## config.mk

```make
export PLATFORM = sky130hd
export DESIGN_NAME = gem_trig_tx_framer
export DESIGN_NICKNAME = d
export VERILOG_FILES = /design/src/rtl/gem_trig_tx_framer.sv
export SDC_FILE = /design/constraint.sdc
export NUM_CORES = 1
export LEC_CHECK = 0
export CORE_MARGIN = 8
export CORE_UTILIZATION = 53
export CTS_BUF_LIST = sky130_fd_sc_hd__clkbuf_8
export DETAILED_ROUTE_END_ITERATION = 12
export PLACE_DENSITY = 0.88
export SLEW_MARGIN = 20
export SYNTH_ARGS = -nofsm -noshare
export SYNTH_HDL_FRONTEND = slang
export SYNTH_SLANG_ARGS = --single-unit
```

## constraint.sdc

```tcl
create_clock -name clock_160 -period 9.5 [get_ports clock_160]
set_clock_uncertainty 0.2 [all_clocks]
set_input_delay 1.425 -clock clock_160 [delete_from_list [all_inputs] [get_ports clock_160]]
set_output_delay 1.425 -clock clock_160 [all_outputs]
set_load 0.005 [all_outputs]
```

## src/rtl/gem_trig_tx_framer.sv

```systemverilog
// Trigger-link framer: turns each held pair of 56-bit cluster words into a 4-word frame
// per transceiver lane, with a K-code separator in word 0 carrying BX phase or TTC/overflow.
module gem_trig_tx_framer #(
    parameter int ALLOW_TTC_CHARS = 0,
    parameter int FRAME_CTRL_TTC  = 1,
    parameter int SYNC_STAGES     = 2
) (
    input  logic         clock_160,
    input  logic         reset_i,
    input  logic         ready_i,
    input  logic [111:0] gem_data,
    input  logic         overflow_i,
    input  logic         bc0_i,
    input  logic         resync_i,
    input  logic [1:0]   bxn_counter_lsbs,
    output logic         rd_en_o,
    output logic         ready_sync_o,
    output logic [63:0]  trg_tx_data,
    output logic [7:0]   trg_tx_isk
);

    localparam logic [1:0] FRAME_W0 = 2'd0;
    localparam logic [1:0] FRAME_W1 = 2'd1;
    localparam logic [1:0] FRAME_W2 = 2'd2;
    localparam logic [1:0] FRAME_W3 = 2'd3;

    localparam logic [15:0] IDLE_WORD = 16'hFFFC;
    localparam logic [1:0]  IDLE_ISK  = 2'b01;

    logic [SYNC_STAGES-1:0] sync_q;
    logic                   run;
    logic [1:0]             tx_frame;
    logic [3:0]             sep_cnt;

    logic [116:0] hold_q;
    logic         hold_load;
    logic [55:0]  hold_a;
    logic [55:0]  hold_b;
    logic         hold_bc0;
    logic         hold_resync;
    logic         hold_overflow;
    logic [1:0]   hold_bxn;

    logic [1:0]   sep_sel;
    logic [7:0]   sep;
    logic [15:0]  word_a;
    logic [15:0]  word_b;

    always_ff @(posedge clock_160 or posedge reset_i) begin
        if (reset_i) begin
            sync_q <= '0;
        end else begin
            sync_q <= {sync_q[SYNC_STAGES-2:0], ready_i};
        end
    end

    assign ready_sync_o = sync_q[SYNC_STAGES-1];
    assign run          = ready_sync_o;

    always_ff @(posedge clock_160 or posedge reset_i) begin
        if (reset_i) begin
            tx_frame <= FRAME_W0;
            sep_cnt  <= '0;
        end else if (!run) begin
            tx_frame <= FRAME_W0;
            sep_cnt  <= '0;
        end else begin
            tx_frame <= tx_frame + 2'd1;
            sep_cnt  <= sep_cnt + 4'd1;
        end
    end

    assign rd_en_o = run && (tx_frame == FRAME_W0);

    // Refilled on the last word so the next frame's word 0 already sees fresh FIFO data.
    assign hold_load = !run || (tx_frame == FRAME_W3);

    always_ff @(posedge clock_160 or posedge reset_i) begin
        if (reset_i) begin
            hold_q <= '0;
        end else if (hold_load) begin
            hold_q <= {gem_data, bc0_i, resync_i, overflow_i, bxn_counter_lsbs};
        end
    end

    assign hold_b        = hold_q[116:61];
    assign hold_a        = hold_q[60:5];
    assign hold_bc0      = hold_q[4];
    assign hold_resync   = hold_q[3];
    assign hold_overflow = hold_q[2];
    assign hold_bxn      = hold_q[1:0];

    always_comb begin
        sep_sel = (FRAME_CTRL_TTC != 0) ? hold_bxn : sep_cnt[3:2];
        case (sep_sel)
            2'd0:    sep = 8'hBC;
            2'd1:    sep = 8'hF7;
            2'd2:    sep = 8'hFB;
            default: sep = 8'hFD;
        endcase
        if (ALLOW_TTC_CHARS != 0) begin
            if (hold_bc0) begin
                sep = 8'h1C;
            end else if (hold_resync) begin
                sep = 8'h3C;
            end else if (hold_overflow) begin
                sep = 8'hFC;
            end
        end
    end

    function automatic logic [15:0] frame_word(input logic [55:0] p,
                                               input logic [1:0]  idx,
                                               input logic [7:0]  s);
        case (idx)
            FRAME_W0: frame_word = {p[7:0], s};
            FRAME_W1: frame_word = p[23:8];
            FRAME_W2: frame_word = p[39:24];
            default:  frame_word = p[55:40];
        endcase
    endfunction

    always_comb begin
        word_a = frame_word(hold_a, tx_frame, sep);
        word_b = frame_word(hold_b, tx_frame, sep);
    end

    always_ff @(posedge clock_160 or posedge reset_i) begin
        if (reset_i) begin
            trg_tx_data <= {4{IDLE_WORD}};
            trg_tx_isk  <= {4{IDLE_ISK}};
        end else if (!run) begin
            trg_tx_data <= {4{IDLE_WORD}};
            trg_tx_isk  <= {4{IDLE_ISK}};
        end else begin
            trg_tx_data <= {word_b, word_a, word_b, word_a};
            trg_tx_isk  <= (tx_frame == FRAME_W0) ? {4{2'b01}} : 8'h00;
        end
    end

endmodule

```

# Word-level counts from Yosys, hierarchy flattened
# Index checks and enable logic that the tools add are counted.
# totals
ff_bits,193
elab_cells,23
# classes
add_sub_neg,1
n_eq_ne,5
muxes,7
reduce_logical,5
# op_table
operator,n
16-bit case mux with 3 select lines,2
64-bit 2-to-1 mux,1
7-bit case mux with 3 select lines,1
7-bit 2-to-1 mux,2
2-bit == test (second input constant),3
2-bit by 1-bit == test with 1-bit output (second input constant),2
2-bit logical NOT,2
2-bit by 1-bit adder with 2-bit output (second input constant),1
2-bit 2-to-1 mux,1
1-bit logical AND,1
1-bit logical NOT,1
1-bit logical OR,1

# Depth between registers and ports, before layout
# Gate-level depths: netlist of the first run.
# depth
word_depth,4
ltp_mapped,6

# Worst setup path after synthesis of the first run
# No wires, ideal clock.
# synth_timing
path_type,reg2out
startpoint,register tx_frame[0]
endpoint,output rd_en_o
setup_slack_ns,6.548
stages_incl_launch_ff,6
arrival_ns,1.327
cell_sequence,dfrtp_1 -> inv_1 -> ha_1 -> clkbuf_1 -> clkbuf_1 -> and2_1
# synth_via
elab_chain_len,2
# synth_rtl
item,line_no,source
"start, declared",32,logic [1:0] tx_frame;
"start signal, assigned",68,tx_frame <= tx_frame + 2'd1;
2-bit logical NOT,73,assign rd_en_o = run && (tx_frame == FRAME_W0);
1-bit logical AND,73,
"end, declared",16,"output logic rd_en_o,"
# No other way between the ends.

# Final worst setup path of the first run
# Same ends and word-level chain as after synthesis.

==> results of run 1 <==
==> synth_stat cells (8+ instances only) <==
master	number
mux2_2	114
buf_2	11
a31oi_1	13
ha_1	8
buf_4	39
dfrtp_1	122
a32oi_1	13
and3b_1	13
inv_1	21
dfstp_2	29
nand2_1	23
clkbuf_1	13
a22oi_1	22
==> where the power goes <==
part / switching, mW / leakage (nW) / internal, mW
logic: 0.117 / 1.69 / 0.187
registers: 0.0427 / 1.73 / 0.732
clock network: 0.220 / 0.212 / 0.219
==> logic make-up after synthesis <==
family	Yosys count	share of synthesized area, %
adder cells (fa/ha/maj)	8	1.54
AO/OA/AOI/OAI	65	7.47
flip-flops	151	58.6
multiplexers	114	19.7
buffers and inverters	90	8.34
AND/OR/NAND/NOR	49	4.30
other	1	0.0576
==> path summary, 6_finish.rpt <==
check / depth (start not counted) / to / from / slack [ns]
setup reg to reg: 4 / hold_q[15] / sync_q[1] / 6.76
hold / removal: 0 / sync_q[1] / sync_q[0] / 0.17
hold reg to reg: 0 / sync_q[1] / sync_q[0] / 0.17
min in group asynchronous: 2 / hold_q[83] / reset_i / 1.30
setup / recovery: 4 / rd_en_o / tx_frame[0] / 5.31
max in group asynchronous: 3 / hold_q[106] / reset_i / 6.46
==> layout by cell type, fill, tap and decap left out, drive strengths merged <==
| cell | n |
|---|---|
| nor2b | 2 |
| a31oi | 13 |
| nor2 | 1 |
| o31a | 1 |
| a22o | 4 |
| clkdlybuf4s50 | 186 |
| o32a | 1 |
| a221oi | 2 |
| nand2b | 6 |
| a22oi | 22 |
| mux2 | 114 |
| inv | 29 |
| conb | 4 |
| a32oi | 13 |
| buf | 7 |
| dfrtp | 122 |
| bufinv | 1 |
| and2 | 3 |
| dfstp | 29 |
| o311a | 2 |
| clkbuf | 20 |
| ha | 8 |
| and3b | 13 |
| a21oi | 7 |
| clkinv | 3 |
| nand2 | 23 |
| nand3b | 1 |
==> through the flow <==
stage	setup WS [ns]	hold WS [ns]	instances	utilization (%)
after floorplan	3.86	0.131	481	-
after global placement	5.84	0.136	752	68.0
after CTS	5.30	0.166	784	71.0
final	5.31	0.167	784	71.0
after detailed placement	5.79	0.150	752	68.0
after global routing	5.21	0.183	784	71.0
==> state kept, by name, indices dropped and copies added (netlist names) <==
| register | flops |
|---|---|
| trg_tx_data | 32 |
| sync_q | 2 |
| hold_q | 114 |
| trg_tx_isk | 1 |
| tx_frame | 2 |
==> final cells by class <==
cell class / count / area, um2 / share of cell area [%]
sequential: 151 / 3810 / 44.8
multi-input combinational: 240 / 2180 / 25.5
timing repair buffer: 193 / 1910 / 22.5
clock buffer: 20 / 275 / 3.23
tap: 147 / 184 / 2.16
inverter: 21 / 83.8 / 0.984
clock inverter: 12 / 75.1 / 0.881
==> per-layer routing <==
| metal | vias up | track usage [%] | wire length (um) |
|---|---|---|---|
| li1 | 1937 | - | - |
| met1 | 2212 | 22.8 | 6460 |
| met2 | 143 | 35.6 | 8480 |
| met3 | 36 | 6.24 | 977 |
| met4 | 0 | 9.59 | 456 |
| met5 | - | 0 | 0 |
==> worst max-delay path: stages, from the launching register on <==
cell             delay [ns]
dfrtp_1                0.41
inv_1                  0.11
ha_1                   0.85
and2_1                 0.24
clkdlybuf4s50_1        0.50
==> results.tsv, run 1 <==
stage	metric	value	unit
run_status	status	finished clean	
global_routing	grtUsageTotal	20.6	%
die	dieArea	16100	um2
layout	final_cell_area	8520	um2
detailed_routing	routed_wirelength	16400	um
yosys	yosysTopAreaCell	dfrtp_1	
timing	timing.setup.tns	0	ns
clocking	postCtsHoldBufs	0	
setup_path	end_kind	output pin	
clocking	h-tree-depth	4	
timing	max_freq	239	MHz
detailed_routing	vias	4328	
setup_path	cp.required	7.88	ns
global_routing	grt_pass1_wl	25500	um
yosys	ys_seq_area_share	58.6	%
timing	min_period	4.19	ns
die	start_util	54.2	%
timing	period_share	44.1	%
layout	drive_above_1_share	27.8	%
place	dpl.hpwl	11500	um
yosys	synth_top_area_share	46.9	%
min_path	hp-class	reg -> reg	
timing	setup_viol	0	
clocking	path_clk_slew	0.08	ns
timing	rsz0062_at_grt	no	
yosys	synth_ff_type	dfrtp_1	
detailed_routing	drtIter0Drc	281	
die	coreArea	12000	um2
clocking	cts.path.max_buffers	2	
detailed_routing	wl_per_cell	20.9	um
clocking	ctsRootBufferMaster	clkbuf_8	
global_routing	grt_pass1_vias	4816	
timing	worstMarginPinSlew	1.03	ns
layout	syn_to_final_growth	30.9	%
setup_path	startpoint_type	flip-flop	
clocking	cts_setup_buffers	0	
place	port_buffers	186	
yosys	synth_cells	478	
place	dpl_cell_area	8170	um2
yosys	synth.cell_area	6510	um2
clocking	clock_latency	0.44	ns
yosys	synth_edf_count	0	
die	io_pins	194	
layout	antenna_cells	0	
power_and_ir_drop	irDropWorstVdd	105	uV
detailed_routing	ant_nets	0	
yosys	ys_warn_count	0	
global_routing	antenna_found_initial	0	
global_routing	gr-total-overflow	0	
yosys	yosys-top-cells-area	dfrtp_1 47%, mux2_2 20%, dfstp_2 12%, buf_4 4.5%, a22oi_1 2.5%	
die	die_h	127	um
setup_path	critPathArrivalTime	2.56	ns
detailed_routing	vias_per_cell	5.52	
detailed_routing	drcViolationCount	0	
clocking	cts_sinks	151	
power_and_ir_drop	power-per-cell-area	178	nW/um2
yosys	avgSynthCellArea	13.6	um2
timing	timing.slew.headroom	31.4	%
clocking	cts.repair.resized	0	
die	die_w	127	um
power_and_ir_drop	power.leakage	3.63	nW
yosys	ys_async_sr_fraction	100	%
timing	maxSlewViolCount	0	
place	globalplace.congestion	0.768	
timing	hold_viol	0	
layout	fin_nets	752	
yosys	synth-seq-cells	151	
run	drv_cap	0	
die	rows	40	
layout	nFillCells	822	
global_routing	grt_max_degree	84	
clocking	numCtsBuffers	17	
setup_path	path_max_fanout	19	
clocking	cts_tree	built	
setup_path	crit_type	reg -> out	
detailed_routing	drt_first_pass_iters	4	
power_and_ir_drop	p_total	1.52	mW
yosys	synth_cell_type_count	26	
No activity file was read; power rests on OpenSTA's default activity.
==> run 2, diff against run 1 <==
--- a/config.mk
+++ b/config.mk
@@ -6,10 +6,10 @@
 export NUM_CORES = 1
 export LEC_CHECK = 0
 export CORE_MARGIN = 8
-export CORE_UTILIZATION = 53
+export CORE_UTILIZATION = 49
 export CTS_BUF_LIST = sky130_fd_sc_hd__clkbuf_8
 export DETAILED_ROUTE_END_ITERATION = 12
-export PLACE_DENSITY = 0.88
+export PLACE_DENSITY = 0.83
 export SLEW_MARGIN = 20
 export SYNTH_ARGS = -nofsm -noshare
 export SYNTH_HDL_FRONTEND = slang
==> constraint.sdc (replaced) <==
create_clock -name clock_160 -period 3.9 [get_ports clock_160]
set_clock_uncertainty 0.2 [all_clocks]
set_input_delay 0.585 -clock clock_160 [delete_from_list [all_inputs] [get_ports clock_160]]
set_output_delay 0.585 -clock clock_160 [all_outputs]
set_load 0.005 [all_outputs]
==> run 2 against run 1 <==
  * Clock power rose to 2.9 times the previous value
  * Highest routed layer unchanged
  * Worst setup slack got worse by 4.0 ns
  * Flip-flop and latch count stayed put
  * Critical path depth down 1
==> results.tsv, run 2 (same netlist as run 1, synthesis figures left out) <==
stage	metric	value	unit
run_status	status	finished clean	
min_path	hp-class	reg -> reg	
clocking	cts.path.max_buffers	2	
global_routing	gr-total-overflow	0	
detailed_routing	drtIter0Drc	189	
min_path	worstHoldPathCells	0	
setup_path	max_stage_delay	0.51	ns
clocking	postCtsHoldBufs	0	
die	dieArea	17200	um2
power_and_ir_drop	power-per-cell-area	448	nW/um2
timing	max_freq	380	MHz
power_and_ir_drop	pwr-share-clk	32.5	%
setup_path	cp_slowest_cell	clkdlybuf4s50_1	
setup_path	ff2ff_setup_slack	1.45	ns
clocking	ctsRootBufferMaster	clkbuf_8	
power_and_ir_drop	irDropWorstVdd	203	uV
clocking	cts.repair.resized	0	
setup_path	end_kind	output pin	
die	die_w	131	um
layout	regMostFlops	hold_q	
detailed_routing	vias_per_cell	5.25	
global_routing	antenna_found_initial	1	
setup_path	path_cells	buf_4, and2_1, clkdlybuf4s50_1	
layout	syn_to_final_growth	33.2	%
power_and_ir_drop	power.share.sequential	48.5	%
die	io_pins	194	
global_routing	grtUsageTotal	18.7	%
min_path	whs_endpoint	sync_q[1]	
detailed_routing	routed_wirelength	15900	um
power_and_ir_drop	p_int	2.96	mW
layout	reg_top3	hold_q (114), trg_tx_data (32)	
die	start_util	49.6	%
timing	min_period	2.63	ns
setup_path	startpoint_type	flip-flop	
power_and_ir_drop	power.leakage	3.66	nW
die	rows	42	
timing	setup_viol	0	
detailed_routing	ant_nets	0	
power_and_ir_drop	swShare	23.8	%
layout	fin_nets	754	
setup_path	crit_family	buffers and inverters	
clocking	h-tree-depth	4	
clocking	cts_tree	built	
power_and_ir_drop	p_total	3.88	mW
timing	period_share	67.5	%
clocking	cts_sinks	151	
global_routing	grt_max_degree	88	
setup_path	path_max_fanout	24	
detailed_routing	drt_first_pass_iters	4	
setup_path	reg2reg_from	tx_frame[0]	
setup_path	reg2reg_depth	4	
power_and_ir_drop	p_sw	0.924	mW
run	drv_cap	0	
layout	drive_above_1_share	28.8	%
min_path	hp-start	sync_q[0]	
setup_path	crit_type	reg -> out	
setup_path	cp_num_buf_inv	2	
clocking	path_clk_slew	0.08	ns
place	port_buffers	186	
clocking	numCtsBuffers	17	
timing	timing.slew.headroom	40.7	%
layout	regArea	3810	um2
layout	nFillCells	989	
timing	hold_ws	0.166	ns
layout	fin_util	66.0	%
timing	timing.setup.tns	0	ns
setup_path	reg2reg_to	hold_q[113]	
timing	worstMarginPinSlew	0.889	ns
timing	maxSlewViolCount	0	
clocking	cts_setup_buffers	0	
layout	layout_common_cells	186 x clkdlybuf4s50_1, 122 x dfrtp_1, 114 x mux2_2	
global_routing	grt_pass1_vias	4805	
place	globalplace.congestion	0.781	
die	coreArea	13100	um2
setup_path	startpoint	sync_q[1]	
detailed_routing	wl_per_cell	19.5	um
setup_path	critPathArrivalTime	1.85	ns
setup_path	cp.required	3.12	ns
timing	rsz0062_at_grt	no	
detailed_routing	vias	4283	
detailed_routing	drcViolationCount	0	
layout	multiInputGateArea	2180	um2
layout	largest_reg_flops	114	
clocking	clock_latency	0.43	ns
power_and_ir_drop	comb_power_share	19.0	%
global_routing	grt_pass1_wl	25600	um
place	dpl.hpwl	11200	um
layout	mostFrequentLayoutCell	clkdlybuf4s50_1	
die	die_h	131	um
timing	hold_viol	0	
## run 2: cell count changes in the layout (fill, tap and decap cells not counted)
cell,before,now
diode_2,0,1
clkinv_2,3,5
bufinv_16,1,4
inv_1,28,23
buf_12,0,2
inv_6,1,0
clkinvlp_4,0,2
clkbuf_8,20,19
## run 2: layer usage
metal | global-route usage, % | vias to the layer above | wire length [um]
li1 | - | 1944 | -
met5 | 0 | - | 0
met4 | 8.17 | 0 | 387
met1 | 21.5 | 2169 | 6510
met2 | 32.4 | 144 | 8270
met3 | 4.84 | 26 | 752
## run 2: per-stage QoR
| stage | cell area [um2] | worst slack, ns | cells |
|---|---|---|---|
| 4_1_cts | 8670 | 1.22 | 815 |
| 5_1_grt | 8680 | 1.19 | 816 |
| 3_5_place_dp | 8250 | 1.49 | 783 |
| 2_1_floorplan | 6530 | 1.24 | 481 |
| 6_report | 8680 | 1.27 | 816 |
| 3_3_place_gp | 8250 | 1.56 | 783 |
## run 2: how the worst max path moves through the flow
stage                      end  slack [ns]  cells past startpoint
finish                 rd_en_o        1.27                      3
global route           rd_en_o        1.19                      3
CTS                    rd_en_o        1.22                      3
detailed placement  hold_q[95]        1.49                      4
global placement    hold_q[79]        1.56                      4
floorplan            hold_q[0]        1.24                      1
## run 2: layout make-up
cell class              instances  area share, %
diodes                          1         0.0288
clock buffers                  19           3.01
clock inverters                13           1.89
inverters                      21          0.952
multi-input cells             240           25.1
flip-flops and latches        151           44.0
well taps                     176           2.54
repair buffers                195           22.5
## run 2: power by group through the flow
| stage | logic (mW) | registers, mW | clock network [mW] |
|---|---|---|---|
| floorplan | 0.414 | 1.89 | 0 |
| global placement | 0.728 | 1.90 | 0 |
| detailed placement | 0.744 | 1.91 | 0 |
| CTS | 0.748 | 1.89 | 1.30 |
| global route | 0.794 | 1.91 | 1.36 |
| finish | 0.737 | 1.88 | 1.26 |
